## config.mk

```make
export PLATFORM = sky130hd
export DESIGN_NAME = axon_addr_gen
export DESIGN_NICKNAME = d
export VERILOG_FILES = /design/src/rtl/axon_addr_gen.sv
export SDC_FILE = /design/constraint.sdc
export NUM_CORES = 1
export LEC_CHECK = 0
export BUFFER_PORTS_ARGS = -buffer_cell sky130_fd_sc_hd__clkbuf_2
export CAP_MARGIN = 20
export CORE_MARGIN = 2
export CORE_UTILIZATION = 45
export CTS_CLUSTER_DIAMETER = 50
export DETAILED_ROUTE_END_ITERATION = 7
export HOLD_SLACK_MARGIN = 0.05
export PLACE_DENSITY = 0.65
export SETUP_SLACK_MARGIN = 0.1
export SKIP_CTS_REPAIR_TIMING = 1
export SKIP_LAST_GASP = 1
export SLEW_MARGIN = 30
export SYNTH_ARGS = -nofsm -noshare
export SYNTH_HDL_FRONTEND = slang
export SYNTH_SLANG_ARGS = --single-unit
export TNS_END_PERCENT = 50
```

## constraint.sdc

```tcl
create_clock -name clk -period 4.7 [get_ports clk]
set_clock_uncertainty 0.2 [all_clocks]
set_input_delay 0.47 -clock clk [delete_from_list [all_inputs] [get_ports clk]]
set_output_delay 0.47 -clock clk [all_outputs]
set_load 0.005 [all_outputs]
```

## src/rtl/axon_addr_gen.sv

```systemverilog
// rtl/axon_addr_gen.sv - runtime-configurable base/len/stride address generator with burst and pass flags
// Optional loop counter output enabled by defining AXON_ADDR_LOOP_CNT_EN.
module axon_addr_gen #(
   parameter int ADDR_W     = 13,
   parameter int STRIDE_W   = 8,
   parameter int BURST_LOG2 = 4
) (
   input  logic                clk,
   input  logic                rst,
   input  logic                start,
   input  logic                en,
   input  logic [ADDR_W-1:0]   cfg_base,
   input  logic [ADDR_W-1:0]   cfg_len,
   input  logic [STRIDE_W-1:0] cfg_stride,
   input  logic                cfg_wrap,
   output logic [ADDR_W-1:0]   addr_out,
   output logic                addr_valid,
   output logic                flag_burst,
   output logic                last,
   output logic                busy,
   output logic                done
`ifdef AXON_ADDR_LOOP_CNT_EN
   ,
   output logic [15:0]         loop_cnt
`endif
);

   localparam logic [1:0] S_IDLE = 2'd0;
   localparam logic [1:0] S_RUN  = 2'd1;
   localparam logic [1:0] S_DONE = 2'd2;

   logic [1:0]          state;
   logic [ADDR_W-1:0]   idx;
   logic [ADDR_W-1:0]   base_r;
   logic [ADDR_W-1:0]   len_r;
   logic [STRIDE_W-1:0] stride_r;
   logic                wrap_r;
   logic [ADDR_W-1:0]   len_m1;
   logic                at_end;
   logic                accept;

   // start is only honoured outside RUN and with a non-zero length
   assign accept = start && (cfg_len != '0) && (state != S_RUN);
   assign len_m1 = len_r - ADDR_W'(1);
   assign at_end = (idx == len_m1);

   assign busy       = (state == S_RUN);
   assign done       = (state == S_DONE);
   assign addr_valid = busy & en;
   assign last       = addr_valid & at_end;
   assign flag_burst = addr_valid & ((&idx[BURST_LOG2-1:0]) | at_end);

   always_ff @(posedge clk) begin
      if (!rst) begin
         state    <= S_IDLE;
         addr_out <= '0;
         idx      <= '0;
         base_r   <= '0;
         len_r    <= '0;
         stride_r <= '0;
         wrap_r   <= 1'b0;
      end else if (accept) begin
         state    <= S_RUN;
         base_r   <= cfg_base;
         len_r    <= cfg_len;
         stride_r <= cfg_stride;
         wrap_r   <= cfg_wrap;
         addr_out <= cfg_base;
         idx      <= '0;
      end else if (state == S_RUN && en) begin
         if (at_end) begin
            if (wrap_r) begin
               idx      <= '0;
               addr_out <= base_r;
            end else begin
               state <= S_DONE;
            end
         end else begin
            idx      <= idx + ADDR_W'(1);
            addr_out <= addr_out + ADDR_W'(stride_r);
         end
      end else if (state != S_IDLE && state != S_RUN && state != S_DONE) begin
         state <= S_IDLE;
      end
   end

`ifdef AXON_ADDR_LOOP_CNT_EN
   // counts completed passes in either mode, saturating
   always_ff @(posedge clk) begin
      if (!rst) begin
         loop_cnt <= '0;
      end else if (accept) begin
         loop_cnt <= '0;
      end else if (last && loop_cnt != 16'hFFFF) begin
         loop_cnt <= loop_cnt + 16'd1;
      end
   end
`endif

endmodule

```

Word level (Yosys, flattened, before mapping)
Cells that the tools add are included.
{"block": "totals", "out_inout_bits": 18, "in_bits": 39, "ff_bits": 63}
{"block": "op_classes", "mux": 11, "n_bitwise": 5, "n_eq_ne": 11, "reduce_logical": 16, "add_sub_neg": 3}
{"cell": "13-bit two-way mux", "count": 6}
{"cell": "13-bit by 1-bit adder with 13-bit output (second input constant)", "count": 1}
{"cell": "13-bit by 8-bit adder with 13-bit output", "count": 1}
{"cell": "13-bit equality test", "count": 1}
{"cell": "13-bit nonzero test", "count": 1}
{"cell": "13-bit by 1-bit subtractor with 13-bit output (second input constant)", "count": 1}
{"cell": "2-bit two-way mux", "count": 4}
{"cell": "2-bit != test (second input constant)", "count": 4}
{"cell": "3-bit != test (second input constant)", "count": 2}
{"cell": "3-bit AND reduction", "count": 2}
{"cell": "2-bit nonzero test", "count": 3}
{"cell": "1-bit logical AND", "count": 5}
{"cell": "2-bit AND reduction", "count": 2}
{"cell": "4-bit AND reduction", "count": 1}
{"cell": "1-bit bitwise AND", "count": 3}
{"cell": "3-bit by 2-bit != test with 1-bit output (second input constant)", "count": 1}
{"cell": "3-bit nonzero test", "count": 1}
{"cell": "2-bit by 1-bit equality test with 1-bit output (second input constant)", "count": 1}
{"cell": "2-bit equality test (second input constant)", "count": 1}
{"cell": "2-bit by 1-bit != test with 1-bit output (second input constant)", "count": 1}
{"cell": "2-bit OR reduction", "count": 1}
{"cell": "1-bit two-way mux", "count": 1}
{"cell": "1-bit inverter", "count": 1}
{"cell": "1-bit bitwise OR", "count": 1}

Longest topological paths before layout
Gate-level depths: netlist of run 1.
{"block": "depth", "depth_word": 6, "depth_mapped": 10, "ltp_nobuf": 10}

Least setup slack after synthesis of run 1
Ideal clock, no wire load.
{"block": "synth_path", "path_kind": "flip-flop to output port", "start": "register len_r[0]", "end": "output flag_burst", "t_arrival_ns": 2.412, "path_stages_with_launch": 8, "setup_slack_ns": 1.618, "path_buffers": 1, "path_cell_list": "dfxtp_1 or4_4 or4_4 a221oi_2 and4_4 buf_6 nand3_4 o21ai_0"}
{"block": "synth_between", "elab_chain_len": 4}
{"element": "from (decl)", "line": "35", "source": "logic [ADDR_W-1:0] len_r;"}
{"element": "from (signal assigned)", "line": "65", "source": "len_r <= cfg_len;"}
{"element": "13-bit by 1-bit subtractor with 13-bit output", "line": "44", "source": "assign len_m1 = len_r - ADDR_W'(1);"}
{"element": "13-bit equality test", "line": "45", "source": "assign at_end = (idx == len_m1);"}
{"element": "1-bit bitwise OR", "line": "51", "source": "assign flag_burst = addr_valid & ((&idx[BURST_LOG2-1:0]) | at_end);"}
{"element": "1-bit bitwise AND", "line": "51"}
{"element": "to (decl)", "line": "18", "source": "output logic flag_burst,"}
No other way between the ends.

Worst setup path after layout of run 1
{"block": "layout_path", "start": "register len_r[2]", "end": "output flag_burst"}
Same word-level chain as after synthesis.

==> impl_summary.log, run 1 <==
[metrics] result of the run: finished clean
[metrics] detailed-route via count: 3706
[metrics] fraction of layout cells with a size suffix above 1: 0.183
[metrics] first-iteration detailed-routing DRC count: 176
[metrics] number of antenna diodes: 0
[metrics] cell internal pwr: 0.000886 W
[metrics] RSZ-0062 raised after global routing: false
[metrics] setup slack on the worst flop-to-flop path: 1.13 ns
[metrics] reg-to-reg startpoint: len_r[0]$_SDFFE_PN0P_
[metrics] number of instances in the synthesized netlist: 475
[metrics] cell accounting for the most synthesized area: dfxtp_1
[metrics] category of the worst setup path launch point: flop
[metrics] measured slew at the worst slew-check pin: 0.956 ns
[metrics] NumNets Final: 565
[metrics] part of the cycle the worst path needs: 0.802
[metrics] Max rail drop VDD: 0.158 mV
[metrics] Max H-tree Level: 3
[metrics] starting utilization of the core area: 0.462
[metrics] TritonCTS Sinks: 63
[metrics] WP data arrival: 3.10 ns
[metrics] worst hold path depth: 3
[metrics] worst min-delay path startpoint: cfg_wrap
[metrics] final HPWL from detailed placement: 7.20 mm
[metrics] GR Util All Layers: 0.238
[metrics] final hold vios: 0
[metrics] clock edge transition at the registers on the reported setup and hold paths: 0.06 ns
[metrics] Final Instance Count excl. Fillers: 623
[metrics] crit path capture type: primary output
[metrics] die span in x: 95.6 µm
[metrics] top area cells in the synthesized netlist: dfxtp_1 (33%), nand2_1 (8.9%), a21oi_1 (7.3%)
[metrics] FF-to-FF path depth: 10
[metrics] wire length after detailed routing: 10.2 mm
[metrics] Synth Register Bits: 63
[metrics] syn nets: 525
[metrics] via count normalized by instance count: 5.95
[metrics] Max Freq: 0.265 GHz
[metrics] slew margin rel.: 0.360
[metrics] power density normalized to cell area: 305 nW/µm²
[metrics] Num CTS Buffers: 9
[metrics] cell area after technology mapping: 3770 µm²
[metrics] largest net degree at the start of global routing: 50
[metrics] Placement Rows: 33
[metrics] final non-filler cell area: 4230 µm²
[metrics] Setup TNS Final: 0 ns
[metrics] minimum clock period: 3.77 ns
[metrics] number of global-route vias before repair: 3598
[metrics] WHS: 0.146 ns
[metrics] area growth from synthesis to final layout: 12.0%
[metrics] portion of total power attributed to combinational logic: 0.215
[metrics] fin. max-slew vios: 0
[metrics] instance area after placement: 4060 µm²
[metrics] ys flop type: dfxtp_1
[metrics] Avg Cell Area, Syn: 7.95 µm²
[metrics] max-capacitance violation count: 0
[metrics] Die ar.: 9140 µm²
[metrics] placeable core area: 8180 µm²
[metrics] register area share after synthesis: 0.334
[metrics] final core utilization: 0.517
[metrics] sequential share of power: 0.462
[metrics] I/O pin cnt: 57
[metrics] wire length per cell: 16.3 µm
[metrics] Crit Path Class: flop to primary output
[metrics] # DRC: 0
[metrics] Clock Power Share: 0.323
[metrics] number of different library cells in the post-synthesis netlist: 66
[metrics] critical path fanouts, max: 12
[metrics] antenna viol nets, final: 0
[metrics] capture point of the worst reg-to-reg path: addr_out[9]$_SDFFE_PN0P_
[metrics] endpoint with the worst hold slack: wrap_r$_SDFFE_PN0P_
[metrics] number of enable flip-flop cells after synthesis: 0
[metrics] Switch Pwr: 0.000402 W
[metrics] CP Data Required Time: 4.03 ns
[metrics] first-pass GRT wire length: 17.1 mm
[metrics] placer congestion estimate: 0.895
[metrics] Yosys top cell area share: 0.334
[metrics] IO Port Bufs: 56
[metrics] setup violators final: 0
[metrics] clk root buf: clkbuf_8
[metrics] Post-Place Cells: 609
[metrics] P_leak: 1.57 nW
[metrics] Async SR Flop Fraction: 0
[metrics] Clock Latency Late Sink: 0.35 ns
[metrics] total number of yosys warnings: 0
[metrics] Overflow after GRT: 0
[metrics] Max Root-Sink Buffers: 2
[metrics] initial antenna violation count: 0
[metrics] die outline height: 95.6 µm
[metrics] layout filler cell count: 848
[metrics] class of the tightest hold or removal check: primary input to flop
[metrics] TritonCTS clock tree: done
[metrics] Net Sw Frac: 0.312
[metrics] detailed-router iteration count before antenna repair: 4
worst max-delay path: stages (launching register included):
cell,delay [ns]
dfxtp_1,0.36
or4_1,0.57
or4_1,0.41
o211ai_1,0.34
and2_1,0.49
nand3_4,0.24
o21ai_0,0.21
clkbuf_2,0.14
state kept, by name (all words and copies together), names as in the netlist:
| name | flops |
|---|---|
| base_r | 13 |
| len_r | 13 |
| stride_r | 8 |
| idx | 13 |
| addr_out | 13 |
| wrap_r | 1 |
| state | 2 |
metal layers:
metal,global-route usage,routed length [µm],vias up
li1,-,-,1849
met4,0.0595,137,0
met2,0.408,5050,86
met1,0.296,4500,1758
met3,0.0625,494,13
met5,0,0,-
synthesized netlist by cell type (6+ instances only):
cell type  instances
o22ai_1            8
or4_1              7
nor3_1             9
a211oi_1          10
nor2_1            12
nand4_1            9
o31ai_1            6
a31oi_1            9
or3_1             10
dfxtp_1           63
inv_1             15
o21ai_0           13
xor2_1             8
nand2_1           90
xnor2_1           14
nand3_1           15
nor4_1             7
o2111ai_1          7
ha_1              10
a21oi_1           55
clkbuf_1          17
power by group through the flow:
| stage | logic [W] | clock network (W) | registers, W |
|---|---|---|---|
| 3_3_place_gp | 0.000270 | 0 | 0.000606 |
| 5_1_grt | 0.000312 | 0.000445 | 0.000599 |
| 2_1_floorplan | 0.000208 | 0 | 0.000597 |
| 4_1_cts | 0.000276 | 0.000423 | 0.000595 |
| 6_report | 0.000277 | 0.000416 | 0.000595 |
| 3_5_place_dp | 0.000274 | 0 | 0.000607 |
cells by family after synthesis:
logic type | Yosys count | share of synthesized area
AND/OR/NAND/NOR | 182 | 0.247
adder cells (fa/ha/maj) | 11 | 0.0384
AO/OA/AOI/OAI | 149 | 0.266
XOR/XNOR | 22 | 0.0510
multiplexers | 3 | 0.00829
flip-flops | 63 | 0.334
buffers and inverters | 45 | 0.0550
cell usage in the layout (no fill, tap or decap), types with 7 or more instances in the layout:
master | netlist | final
nor2_1 | 12 | 12
clkbuf_2 | 1 | 56
nand4_1 | 9 | 9
a211oi_1 | 10 | 10
ha_1 | 10 | 10
inv_1 | 15 | 15
o2111ai_1 | 7 | 7
clkbuf_8 | 0 | 11
a21oi_1 | 55 | 55
o21ai_0 | 13 | 13
o22ai_1 | 8 | 8
xnor2_1 | 14 | 14
or4_1 | 7 | 7
nand2_1 | 90 | 90
nor3_1 | 9 | 9
dfxtp_1 | 63 | 63
nand3_1 | 15 | 14
or3_1 | 10 | 10
xor2_1 | 8 | 8
a31oi_1 | 9 | 9
nor4_1 | 7 | 7
stage by stage:
| stage | worst slack, ns | power (W) |
|---|---|---|
| finish | 0.933 | 0.00129 |
| global placement | 1.33 | 0.000876 |
| floorplan | 1.62 | 0.000805 |
| detailed placement | 1.21 | 0.000880 |
| CTS | 0.929 | 0.00129 |
| global route | 0.652 | 0.00136 |
worst max-delay path by stage:
stage | start | endpoint | slack (ns) | cells past startpoint
floorplan | len_r[0]$_SDFFE_PN0P_ | flag_burst | 1.62 | 7
global placement | len_r[2]$_SDFFE_PN0P_ | flag_burst | 1.33 | 7
detailed placement | len_r[0]$_SDFFE_PN0P_ | addr_out[1]$_SDFFE_PN0P_ | 1.21 | 10
CTS | len_r[2]$_SDFFE_PN0P_ | flag_burst | 0.93 | 7
global route | len_r[0]$_SDFFE_PN0P_ | flag_burst | 0.65 | 9
finish | len_r[2]$_SDFFE_PN0P_ | flag_burst | 0.93 | 7
layout make-up:
cell class,count,area (µm²),share of cell area
flip-flops and latches,63,1260,0.298
clock inverters,1,5.00,0.00118
inverters,15,56.3,0.0133
well taps,105,131,0.0311
repair buffers,59,303,0.0716
multi-input cells,367,2310,0.547
clock buffers,13,159,0.0376
No activity file was read; power rests on OpenSTA's default activity.
==> inputs of run 2 (changes only) <==
Settings changed: PLACE_DENSITY 0.65 to 0.68.
Clock period 4.7 ns to 3.3 ns, I/O delays scaled along.
==> impl_summary.log, run 2 (synthesis gave the netlist of run 1 again) <==
[metrics] die outline height: 95.6 µm (unchanged)
[metrics] Max H-tree Level: 3 (unchanged)
[metrics] Max Freq: 0.304 GHz
[metrics] minimum clock period: 3.29 ns
[metrics] Post-Place Cells: 620 (+1.8%)
[metrics] TritonCTS clock tree: done
[metrics] max-capacitance violation count: 0 (unchanged)
[metrics] category of the worst setup path launch point: flop
[metrics] placer congestion estimate: 0.921 (+2.9%)
[metrics] die span in x: 95.6 µm (unchanged)
[metrics] setup violators final: 0 (unchanged)
[metrics] IO Port Bufs: 56 (unchanged)
[metrics] clk root buf: clkbuf_8
[metrics] detailed-router iteration count before antenna repair: 5 (+1)
[metrics] Clock Latency Late Sink: 0.36 ns (about the same)
[metrics] first-iteration detailed-routing DRC count: 221 (+26%)
[metrics] result of the run: finished clean
[metrics] largest net degree at the start of global routing: 52 (+4.0%)
[metrics] wire length on met1: 4.73 mm (+5.1%)
[metrics] fraction of layout cells with a size suffix above 1: 0.223 (+0.0396)
[metrics] I/O pin cnt: 57 (unchanged)
[metrics] WL met3: 492 µm (-0.40%)
[metrics] final HPWL from detailed placement: 7.72 mm (+7.1%)
[metrics] Setup TNS Final: 0 ns (unchanged)
[metrics] Overflow after GRT: 0 (unchanged)
[metrics] number of antenna diodes: 0 (unchanged)
[metrics] Die ar.: 9140 µm² (unchanged)
[metrics] P_leak: 1.85 nW (+18%)
[metrics] WP data arrival: 2.76 ns (-0.34 ns)
[metrics] power density normalized to cell area: 416 nW/µm² (+36%)
[metrics] via count normalized by instance count: 5.85 (-1.7%)
[metrics] top library cells by usage in the layout, fill and taps aside: nand2_1 (90), dfxtp_1 (60), clkbuf_2 (56)
[metrics] Placement Rows: 33 (unchanged)
[metrics] detailed-route via count: 3972 (+7.2%)
[metrics] Max rail drop VDD: 0.285 mV (+81%)
[metrics] most common cell after layout, fill and taps aside: nand2_1
[metrics] crit path capture type: primary output
[metrics] GR Util All Layers: 0.247 (+0.00907)
[metrics] Max Root-Sink Buffers: 2 (unchanged)
[metrics] Crit Path Class: flop to primary output
[metrics] class of the tightest hold or removal check: primary input to flop
[metrics] total area of sequential cells: 1260 µm² (+0.30%)
[metrics] NumNets Final: 619 (+9.6%)
[metrics] Power, Total: 0.00200 W (+55%)
[metrics] Num CTS Buffers: 9 (unchanged)
[metrics] starting utilization of the core area: 0.462 (unchanged)
[metrics] final hold vios: 0 (unchanged)
[metrics] Worst Setup Slack, final: 0.0148 ns (-0.918 ns)
[metrics] placeable core area: 8180 µm² (unchanged)
[metrics] RSZ-0062 raised after global routing: true
[metrics] WHS: 0.0448 ns (-0.101 ns)
[metrics] Setup WS pre-CTS: 0.113 ns (-1.10 ns)
[metrics] critical path fanouts, max: 8 (-4)
[metrics] wire length per cell: 16.7 µm (+1.9%)
[metrics] layout filler cell count: 739 (-13%)
[metrics] slew margin rel.: 0.378 (+0.0182)
[metrics] TritonCTS Sinks: 63 (unchanged)
[metrics] first-pass GRT wire length: 17.1 mm (+0.36%)
[metrics] topmost layer with routed signal wires: met4
[metrics] area growth from synthesis to final layout: 27.2%
[metrics] antenna viol nets, final: 0 (unchanged)
[metrics] part of the cycle the worst path needs: 0.996
[metrics] CP Data Required Time: 2.77 ns (-1.26 ns)
[metrics] # DRC: 0 (unchanged)
[metrics] number of global-route vias before repair: 3613 (+0.42%)
[metrics] wire length after detailed routing: 11.3 mm (+11%)
[metrics] clock edge transition at the registers on the reported setup and hold paths: 0.08 ns (+0.02 ns)
[metrics] combined area of the multi-input logic cells: 2360 µm² (+2.2%)
[metrics] met2 wirelength from detailed routing: 5.74 mm (+14%)
[metrics] Final Instance Count excl. Fillers: 679 (+9.0%)
[metrics] measured slew at the worst slew-check pin: 0.927 ns (-0.0286 ns)
[metrics] fin. max-slew vios: 0 (unchanged)
[metrics] initial antenna violation count: 0 (unchanged)
-- run 2: routing by layer --
metal  vias to the layer above  track usage
li1                       1954            -
met1                      1862        0.288
met2                       127        0.425
met3                        29       0.0490
met4                         0        0.131
met5                         -            0
-- run 2: path summary, 6_finish.rpt --
path / startpoint / endpoint / slack, ns / depth (start not counted)
max: len_r[3]$_SDFFE_PN0P_ / last / 0.01 / 7
min: cfg_base[1] / base_r[1]$_SDFFE_PN0P_ / 0.04 / 3
max reg2reg: len_r[2]$_SDFFE_PN0P_ / addr_out[2]$_SDFFE_PN0P_ / 0.11 / 8
min reg2reg: base_r[2]$_SDFFE_PN0P_ / base_r[2]$_SDFFE_PN0P_ / 0.26 / 2
-- run 2: per-stage QoR --
step,instance area [µm²],util
final,4800,0.588
after global routing,4800,0.588
after CTS,4340,0.530
after detailed placement,4150,0.507
after global placement,4150,0.507
after floorplan,3770,-
-- run 2: layout make-up --
cell class	instances	area share
Multi-Input combinational cell	367	0.492
Sequential cell	63	0.263
Timing Repair Buffer	113	0.166
Clock buffer	12	0.0302
Tap cell	105	0.0274
Inverter	15	0.0117
Clock inverter	4	0.00938
-- run 2: where the power goes --
| group | switching [W] | leakage (nW) | internal (W) |
|---|---|---|---|
| Combinational | 0.000269 | 1.24 | 0.000201 |
| Sequential | 0.0000440 | 0.517 | 0.000804 |
| Clock | 0.000312 | 0.100 | 0.000366 |
| Total | 0.000625 | 1.85 | 0.00137 |
-- run 2: critical path, cell delays in order (launching register included) --
cell	delay, ns
dfxtp_2	0.35
or4_4	0.57
or4_4	0.56
a221oi_4	0.25
and4_4	0.29
nand3_4	0.12
nor2_1	0.13
clkbuf_2	0.12
==> inputs of run 3 (changes only) <==
Settings changed: CORE_UTILIZATION 45 to 52, PLACE_DENSITY 0.68 to 0.77.
==> impl_summary.log, run 3 (synthesis gave the netlist of run 1 again) <==
[metrics] result of the run: finished clean
[metrics] die span in x: 89.2 µm (-6.7%)
[metrics] slew margin rel.: 0.511 (+0.133)
[metrics] fin. max-slew vios: 0 (unchanged)
[metrics] minimum clock period: 3.23 ns (-0.0505 ns)
[metrics] critical path fanouts, max: 6 (-2)
[metrics] number of global-route vias before repair: 3696 (+2.3%)
[metrics] class of the tightest hold or removal check: primary input to flop
[metrics] top library cells by usage in the layout, fill and taps aside: nand2_1 (90), dfxtp_1 (61), clkbuf_2 (56)
[metrics] Placement Rows: 31 (-6.1%)
[metrics] first-pass GRT wire length: 16.6 mm (-3.1%)
[metrics] final hold vios: 0 (unchanged)
[metrics] die outline height: 89.2 µm (-6.7%)
[metrics] placer congestion estimate: 0.923 (+0.20%)
[metrics] Crit Path Class: flop to primary output
[metrics] Num CTS Buffers: 9 (unchanged)
[metrics] WHS: 0.0244 ns (-0.0204 ns)
[metrics] setup violators final: 0 (unchanged)
[metrics] Clock Latency Late Sink: 0.35 ns (about the same)
[metrics] clock edge transition at the registers on the reported setup and hold paths: 0.07 ns (about the same)
[metrics] Power, Total: 0.00209 W (+4.7%)
[metrics] TritonCTS Sinks: 63 (unchanged)
[metrics] detailed-route via count: 4035 (+1.6%)
[metrics] NumNets Final: 614 (-0.81%)
[metrics] IO Port Bufs: 56 (unchanged)
[metrics] I/O pin cnt: 57 (unchanged)
[metrics] placeable core area: 7140 µm² (-13%)
[metrics] P_leak: 1.84 nW (-0.75%)
[metrics] GR Util All Layers: 0.268 (+0.0209)
[metrics] crit path capture type: primary output
[metrics] TritonCTS clock tree: done
[metrics] final HPWL from detailed placement: 7.41 mm (-3.9%)
[metrics] number of antenna diodes: 0 (unchanged)
[metrics] Max rail drop VDD: 0.256 mV (-10%)
[metrics] wire length per cell: 16.3 µm (-2.2%)
[metrics] clk root buf: clkbuf_8
[metrics] max-capacitance violation count: 0 (unchanged)
[metrics] starting utilization of the core area: 0.529 (+0.0672)
[metrics] RSZ-0062 raised after global routing: true
[metrics] initial antenna violation count: 0 (unchanged)
[metrics] measured slew at the worst slew-check pin: 0.732 ns (-0.195 ns)
[metrics] CP Data Required Time: 2.77 ns (about the same)
[metrics] first-iteration detailed-routing DRC count: 263 (+19%)
[metrics] category of the worst setup path launch point: flop
[metrics] fraction of layout cells with a size suffix above 1: 0.221 (-0.00156)
[metrics] detailed-router iteration count before antenna repair: 6 (+1)
[metrics] Max Root-Sink Buffers: 2 (unchanged)
[metrics] # DRC: 0 (unchanged)
[metrics] part of the cycle the worst path needs: 0.980 (-0.0153)
[metrics] wire length after detailed routing: 10.9 mm (-3.8%)
[metrics] power density normalized to cell area: 440 nW/µm² (+5.8%)
[metrics] largest net degree at the start of global routing: 29 (-44%)
[metrics] Max H-tree Level: 3 (unchanged)
[metrics] Max Freq: 0.309 GHz (+1.6%)
[metrics] via count normalized by instance count: 6.04 (+3.3%)
[metrics] Overflow after GRT: 0 (unchanged)
[metrics] antenna viol nets, final: 0 (unchanged)
[metrics] WP data arrival: 2.70 ns (-0.06 ns)
[metrics] area growth from synthesis to final layout: 25.9%
[metrics] Die ar.: 7960 µm² (-13%)
[metrics] most common cell after layout, fill and taps aside: nand2_1
## run 3: power breakdown
part	internal [W]	switching (W)	leakage (nW)
clock network	0.000446	0.000320	0.110
logic	0.000208	0.000269	1.21
registers	0.000803	0.0000435	0.516
## run 3: final cells by class
| type | instances | area [µm²] |
|---|---|---|
| tap | 99 | 124 |
| multi-input combinational | 367 | 2350 |
| clock inverter | 5 | 81.3 |
| sequential | 63 | 1260 |
| timing repair buffer | 108 | 738 |
| fill | 614 | 2380 |
| clock buffer | 11 | 141 |
| inverter | 15 | 56.3 |
## run 3: per-stage QoR
stage | instance area [µm²] | TNS, ns | std cells | utilization | worst slack (ns)
after detailed placement | 4150 | 0 | 616 | 0.582 | 0.144
after global routing | 4750 | 0 | 668 | 0.666 | 0.00570
after global placement | 4150 | 0 | 616 | 0.582 | 0.214
after floorplan | 3770 | 0 | 475 | - | 0.289
final | 4750 | 0 | 668 | 0.666 | 0.0653
after CTS | 4380 | -0.384 | 632 | 0.613 | -0.233
## run 3: final timing paths
kind	cells after the start	slack [ns]	to	startpoint
max reg2reg	10	0.17	addr_out[2]$_SDFFE_PN0P_	len_r[1]$_SDFFE_PN0P_
min reg2reg	2	0.25	base_r[2]$_SDFFE_PN0P_	base_r[2]$_SDFFE_PN0P_
min	3	0.02	base_r[4]$_SDFFE_PN0P_	cfg_base[4]
max	7	0.07	flag_burst	len_r[1]$_SDFFE_PN0P_
## run 3: metal layers
| metal | share of wire | GRT usage | wire (µm) |
|---|---|---|---|
| met5 | 0 | 0 | 0 |
| met4 | 0.027 | 0.133 | 294 |
| met3 | 0.065 | 0.0369 | 711 |
| met2 | 0.50 | 0.474 | 5450 |
| met1 | 0.41 | 0.316 | 4420 |
## run 3: critical path, stage by stage (launching register included)
cell and delay [ns]:
dfxtp_2 0.34, or4_4 0.57, or4_4 0.56, a221oi_4 0.25, and4_4 0.27, nand3_4 0.10, o21ai_1 0.13, clkbuf_2 0.12
